$ cat src/rtl/mux_scan_reg.sv
// Registered N:1 channel router with manual-select and auto-scan modes.
// The output is a valid/ready stage; a held sample is never dropped or overwritten.
module mux_scan_reg #(
   parameter int width   = 4,
   parameter int swidth  = 4,
   parameter int dwell_w = 8
) (
   input  logic                            clk,
   input  logic                            reset_n,
   input  logic [width*(2**swidth)-1:0]    i,
   input  logic [swidth-1:0]               sel,
   input  logic                            mode,
   input  logic                            en,
   input  logic [dwell_w-1:0]              dwell,
   output logic [width-1:0]                o,
   output logic [swidth-1:0]               o_ch,
   output logic                            o_valid,
   input  logic                            o_ready
);

   typedef enum logic [1:0] {IDLE, MANUAL, SCAN} state_t;

   state_t               state_q, state_d;
   logic [swidth-1:0]    ch_q, ch_d;
   logic [dwell_w-1:0]   dcnt_q, dcnt_d;
   logic [width-1:0]     o_q, o_d;
   logic [swidth-1:0]    o_ch_q, o_ch_d;
   logic                 o_valid_q, o_valid_d;
   logic                 load;
   logic [swidth-1:0]    cs;

   always_ff @(posedge clk or negedge reset_n) begin
      if (!reset_n) begin
         state_q   <= IDLE;
         ch_q      <= '0;
         dcnt_q    <= '0;
         o_q       <= '0;
         o_ch_q    <= '0;
         o_valid_q <= 1'b0;
      end else begin
         state_q   <= state_d;
         ch_q      <= ch_d;
         dcnt_q    <= dcnt_d;
         o_q       <= o_d;
         o_ch_q    <= o_ch_d;
         o_valid_q <= o_valid_d;
      end
   end

   always_comb begin
      state_d = state_q;
      case (state_q)
         IDLE: begin
            if (en) state_d = mode ? SCAN : MANUAL;
         end
         MANUAL: begin
            if (!en)      state_d = IDLE;
            else if (mode) state_d = SCAN;
         end
         SCAN: begin
            if (!en)       state_d = IDLE;
            else if (!mode) state_d = MANUAL;
         end
         default: state_d = IDLE;
      endcase
   end

   always_comb begin
      load      = (state_q != IDLE) && (!o_valid_q || o_ready);
      cs        = (state_q == MANUAL) ? sel : ch_q;
      o_d       = o_q;
      o_ch_d    = o_ch_q;
      o_valid_d = o_valid_q;
      ch_d      = ch_q;
      dcnt_d    = dcnt_q;

      if (load) begin
         o_d       = i[32'(cs)*width +: width];
         o_ch_d    = cs;
         o_valid_d = 1'b1;
         // >= so that lowering dwell below the running count forces an advance
         if (state_q == SCAN) begin
            if (dcnt_q >= dwell) begin
               ch_d   = ch_q + swidth'(1);
               dcnt_d = '0;
            end else begin
               dcnt_d = dcnt_q + dwell_w'(1);
            end
         end
      end else if (state_q == IDLE && o_ready) begin
         o_valid_d = 1'b0;
      end

      // Entering scan always restarts from channel 0
      if (state_d == SCAN && state_q != SCAN) begin
         ch_d   = '0;
         dcnt_d = '0;
      end
   end

   assign o       = o_q;
   assign o_ch    = o_ch_q;
   assign o_valid = o_valid_q;

endmodule

$ cat config.mk
export PLATFORM = sky130hd
export DESIGN_NAME = mux_scan_reg
export DESIGN_NICKNAME = d
export VERILOG_FILES = /design/src/rtl/mux_scan_reg.sv
export SDC_FILE = /design/constraint.sdc
export NUM_CORES = 1
export LEC_CHECK = 0
export BUFFER_PORTS_ARGS = -buffer_cell sky130_fd_sc_hd__buf_2
export CORE_UTILIZATION = 47
export CTS_BUF_LIST = sky130_fd_sc_hd__clkbuf_16
export DETAILED_ROUTE_END_ITERATION = 6
export PLACE_DENSITY = 0.92
export SYNTH_ARGS = -nofsm -noshare
export SYNTH_HDL_FRONTEND = slang
export SYNTH_SLANG_ARGS = --single-unit
$ cat constraint.sdc
create_clock -name clk -period 2.2 [get_ports clk]
set_input_delay 0.11 -clock clk [delete_from_list [all_inputs] [get_ports clk]]
set_output_delay 0.11 -clock clk [all_outputs]
set_load 0.05 [all_outputs]
Yosys cells after proc, flatten, opt, wreduce, memory -nomap -nowiden
Cells that the tools add are included.
{"block": "word_totals", "in_bits": 81, "elab_cells": 45, "reg_bits": 23}
{"block": "classes", "eq_ne": 4, "n_addsub": 2, "magnitude_cmp": 1, "n_shift": 1, "reduce_logical": 13, "n_mux": 18}
{"operator": "64-bit by 7-bit indexed part select with 4-bit output", "count": 1}
{"operator": "8-bit two-way mux", "count": 4}
{"operator": "4-bit two-way mux", "count": 5}
{"operator": "2-bit two-way mux", "count": 6}
{"operator": "2-bit nonzero test", "count": 5}
{"operator": "8-bit by 1-bit adder with 8-bit output (second input constant)", "count": 1}
{"operator": "8-bit greater-or-equal comparator", "count": 1}
{"operator": "2-bit one-hot mux with 3 select lines", "count": 1}
{"operator": "4-bit by 1-bit adder with 4-bit output (second input constant)", "count": 1}
{"operator": "2-bit == test (second input constant)", "count": 2}
{"operator": "1-bit logical AND", "count": 3}
{"operator": "3-bit AND reduction", "count": 1}
{"operator": "2-bit by 1-bit == test with 1-bit output (second input constant)", "count": 1}
{"operator": "2-bit zero test", "count": 1}
{"operator": "1-bit two-way mux", "count": 2}
{"operator": "2-bit inequality test (second input constant)", "count": 1}
{"operator": "2-bit AND reduction", "count": 1}
{"operator": "1-bit zero test", "count": 1}
{"operator": "1-bit logical OR", "count": 1}

Logic depth before layout (Yosys ltp)
{"block": "logic_depth", "depth_word": 7, "depth_mapped": 9, "depth_no_buf": 8}

Worst setup path before layout
No wires, ideal clock.
{"block": "synth_path", "kind": "register -> register", "from": "register dcnt_q[0]", "to": "register ch_q[3]", "t_arrival_ns": 1.820, "path_slack_ns": 0.251, "stages_incl_launch_ff": 10, "path_cell_list": "dfrtp_1 inv_1 ha_1 nand2b_1 a21oi_1 o21ai_0 a221oi_1 clkbuf_1 nor3_1 mux2i_1"}
{"block": "synth_via", "elab_chain_len": 3}
{"element": "start, declared", "line_no": "25", "rtl": "logic [dwell_w-1:0] dcnt_q, dcnt_d;"}
{"element": "start signal, assigned", "line_no": "43", "rtl": "dcnt_q <= dcnt_d;"}
{"element": "8-bit greater-or-equal comparator", "line_no": "83", "rtl": "if (dcnt_q >= dwell) begin"}
{"element": "2-bit nonzero test (no source line)"}
{"element": "3-bit AND reduction (no source line)"}
{"element": "end signal, assigned", "line_no": "42", "rtl": "ch_q <= ch_d;"}
{"element": "end, declared", "line_no": "24", "rtl": "logic [swidth-1:0] ch_q, ch_d;"}
No other way between the ends.
A chain may end at the register's enable or synchronous reset.

Worst setup path after layout
{"block": "layout_path", "from": "register state_q[1]", "to": "register o_q[1], in the netlist o[1]"}
{"block": "layout_via", "elab_chain_len": 3}
{"element": "start, declared", "line_no": "23", "rtl": "state_t state_q, state_d;"}
{"element": "start signal, assigned", "line_no": "41", "rtl": "state_q <= state_d;"}
{"element": "2-bit by 1-bit == test with 1-bit output", "line_no": "70", "rtl": "cs = (state_q == MANUAL) ? sel : ch_q;"}
{"element": "4-bit two-way mux", "line_no": "70"}
{"element": "64-bit by 7-bit indexed part select with 4-bit output", "line_no": "78", "rtl": "o_d = i[32'(cs)*width +: width];"}
{"element": "end signal, assigned", "line_no": "37", "rtl": "o_q <= '0;"}
{"element": "end signal, assigned", "line_no": "44", "rtl": "o_q <= o_d;"}
{"element": "end, declared", "line_no": "26", "rtl": "logic [width-1:0] o_q, o_d;"}
Several ways; a longest one is shown, not always the timed one.

==> reports/qor.csv <==
stage,metric,value,unit
setup_path,Worst Setup SP,state_q[1]$_DFF_PN0_,
global_route,GRT overflow,0,
setup_path,worst path cell trace,nand2b_2 > buf_4 > mux2i_2 > and2_1 > a31oi_1 > and3_1 > a221o_1,
setup_path,CP Launch Type,flip-flop,
route,overall routed net length,5970,um
clock_network,clk sinks,23,
cells_and_area,Filler Cell Count,318,
run_status,status,finished clean,
cells_and_area,Final Util,67.0,%
power,Switch Pwr,0.871,mW
route,drt first-iter violations,310,
cells_and_area,Finished Cell Area,0.00251,mm2
clock_network,CTS H-Tree Depth,1,
power,Clk network pwr share,19.5,%
cells_and_area,non-filler instance count after layout,373,
setup_path,Crit path max-delay family,simple AND/OR/NAND/NOR gates,
yosys,ranking of synthesized cells by area,"dfrtp_1 31%, nand2_1 12%, ha_1 6.7%",
yosys,synth cell count leaders,"61 x nand2_1, 23 x dfrtp_1, 20 x nand3_1, 12 x inv_1, 12 x mux2i_1",
timing,Final setup viols,0,
setup_path,WP depth,7,
timing,fin. max-slew vios,0,
route,vias,2238,
timing,slew margin rel.,62.3,%
power,Power Dens Cells,819,mW/mm2
setup_path,critical path class,reg -> reg,
die,num ports,90,
yosys,Synth area leader,dfrtp_1,
setup_path,Critical Path RT,2.35,ns
timing,Final Hold Vio Count,0,
clock_network,Worst-path clk slew,0.06,ns
placed_design,Post-DP HPWL,4170,um
power,VDD IR max,0.361,mV
placed_design,Cells after DPL,366,
placed_design,DP Area,0.00238,mm2
yosys,mean area per synthesized cell,8.13,um2
setup_path,CP max stage delay,0.39,ns
power,Total Power,2.05,mW
setup_path,CP Max Fanout,6,
setup_path,critical path data arrival time,2.24,ns
timing,Highest Clock Rate,477,MHz
clock_network,number of buffers created by CTS,3,
cells_and_area,share of cells above drive strength 1,33.8,%
setup_path,"Max stage delay cell, worst path",dfrtp_1,
die,core area,0.00374,mm2
global_route,Total GRT Usage,27.9,%
timing,worst hold slack,0.0635,ns
yosys,Yosys warnings,0,
yosys,Yosys reg bits,23,
yosys,Post-synth top flop,dfrtp_1,
placed_design,Port Buffer Count,89,
timing,Period minus WS final,2.10,ns
yosys,Syn Nets,321,
yosys,Mapped Cells,230,
die,Initial Util,50.0,%
yosys,Mapped Area,0.00187,mm2
die,chip height,65.1,um
clock_network,clk root buf,clkbuf_16,
timing,fin crit share,95.3,%
global_route,largest net degree at the start of global routing,30,
route,router iterations before antenna repair,5,
die,width of the die,65.1,um
yosys,Synth top area share,30.8,%
global_route,initial antenna violation count,0,
timing,worst slew pin tran,0.562,ns
setup_path,R2R setup slack,0.10,ns
cells_and_area,ant diodes,0,
run,max-cap violations,0,
global_route,first-pass GRT wire length,9050,um
route,Antenna Violating Nets Remaining,0,
route,Residual DRC,0,
yosys,"FFs w/ async S/R, synth",100,%
yosys,sequential fraction of the synthesis area,30.8,%
setup_path,worst r2r dst,o[1]$_DFFE_PN0P_,
die,FP Rows,22,
yosys,top-count cell post-synth,nand2_1,
power,part of the power in registers,31.4,%
power,combinational power share,49.1,%
clock_network,worst skew pair latency,0.26,ns
route,drt via density,6.00,
power,Sw Share,42.4,%
setup_path,Buffers & Inverters on Critical Path,1,
cells_and_area,synth-to-layout area growth,34.0,%
route,drt wl/cell,16.0,um
clock_network,clk buf depth,2,
timing,Setup Skew,0.00275,ns
yosys,Post-synth EDFFs,0,
power,internal power,1.18,mW
placed_design,routability cong.,0.981,
setup_path,R2R cell count,7,
setup_path,RR Startpoint,state_q[1]$_DFF_PN0_,
power,Pleak,1.30,nW
cells_and_area,Total Nets Final,417,
setup_path,element type at the critical path end,flip-flop,
die,Die ar.,0.00424,mm2
hold_path,Hold WC Path Type,in -> reg,
global_route,vias in the first global route,1961,
yosys,post-synthesis cell type count,41,
clock_network,CTS tree,yes,
setup_path,CP Capture Point,o[1]$_DFFE_PN0P_,
-- flip-flops by register name (all words and copies together) (netlist names) --
| register | flops |
|---|---|
| o | 4 |
| o_ch | 4 |
| state_q | 2 |
| dcnt_q | 8 |
| o_valid | 1 |
| ch_q | 4 |
-- final cells by class --
type                       instances  area, um2  share of cell area [%]
clock buffer                       3       75.1                    2.99
clock inverter                     1       3.75                   0.150
inverter                          12       45.0                    1.80
multi-input combinational        186       1200                    48.1
sequential                        23        576                    23.0
tap                               48       60.1                    2.40
timing repair buffer             100        543                    21.7
-- worst register-to-register path, delay by kind of cell (launching register included) --
family                 cells  cell delay (ns)
buffers and inverters      1             0.21
DFF                        1             0.39
AOI/OAI and AO/OA          2             0.37
and+or+nand+nor            3             0.77
muxes                      1             0.24
-- stage by stage --
step,setup slack [ns],TNS (ns)
finish,0.103,0
global route,-0.00575,-0.00910
CTS,0.0617,0
detailed placement,0.0803,0
global placement,0.208,0
floorplan,0.251,0
-- per-layer routing --
layer	global-route usage (%)	vias up	part of all wire, %
li1	-	1018	-
met1	37.6	1042	40
met2	44.0	142	48
met3	2.82	36	8.0
met4	14.1	0	4.3
met5	0	-	0
-- cells in the final DEF (no fill, tap or decap), drive strengths merged, types with 2 or more instances in the layout --
cell / count
a21o: 2
a21oi: 3
a221oi: 2
a22oi: 3
a31oi: 3
a32oi: 4
and3: 9
buf: 99
clkbuf: 3
dfrtp: 23
ha: 10
inv: 13
mux2i: 15
mux4: 3
nand2: 61
nand2b: 4
nand3: 20
nand4: 4
nand4b: 2
nor2: 4
nor3: 7
o211ai: 2
o21ai: 13
or3: 2
xor2: 2
-- worst min-delay path by stage --
stage,start,end,slack (ns),cells after the start
floorplan,reset_n,ch_q[0]$_DFFE_PN0P_,-0.19,0
global placement,reset_n,dcnt_q[1]$_DFFE_PN0P_,0.11,1
detailed placement,reset_n,dcnt_q[1]$_DFFE_PN0P_,0.12,1
CTS,mode,state_q[0]$_DFF_PN0_,0.05,2
global route,mode,state_q[0]$_DFF_PN0_,0.07,2
finish,mode,state_q[0]$_DFF_PN0_,0.06,2
-- power groups by stage --
| stage | combinational (mW) | sequential (mW) | clock, mW |
|---|---|---|---|
| detailed placement | 0.922 | 0.645 | 0 |
| floorplan | 0.522 | 0.779 | 0 |
| CTS | 0.931 | 0.642 | 0.399 |
| global route | 1.09 | 0.664 | 0.417 |
| global placement | 0.894 | 0.635 | 0 |
| finish | 1.01 | 0.645 | 0.400 |
-- cell families after synthesis --
family / after synthesis / synth area share (%)
mux: 19 / 13.5
fa+ha+maj: 10 / 6.69
flops: 23 / 30.8
compound gates: 37 / 13.2
simple gates: 118 / 29.5
buf+inv: 21 / 5.42
xor+xnor: 2 / 0.937
-- repair_timing --
item,4_1_cts,5_1_grt
setup buffers,0,2
hold buffers,1,0
endpoints found under the hold margin,23,0
endpoints found under the setup margin,0,8
gates resized for setup,0,2
Power figures use the tool's default switching activity.
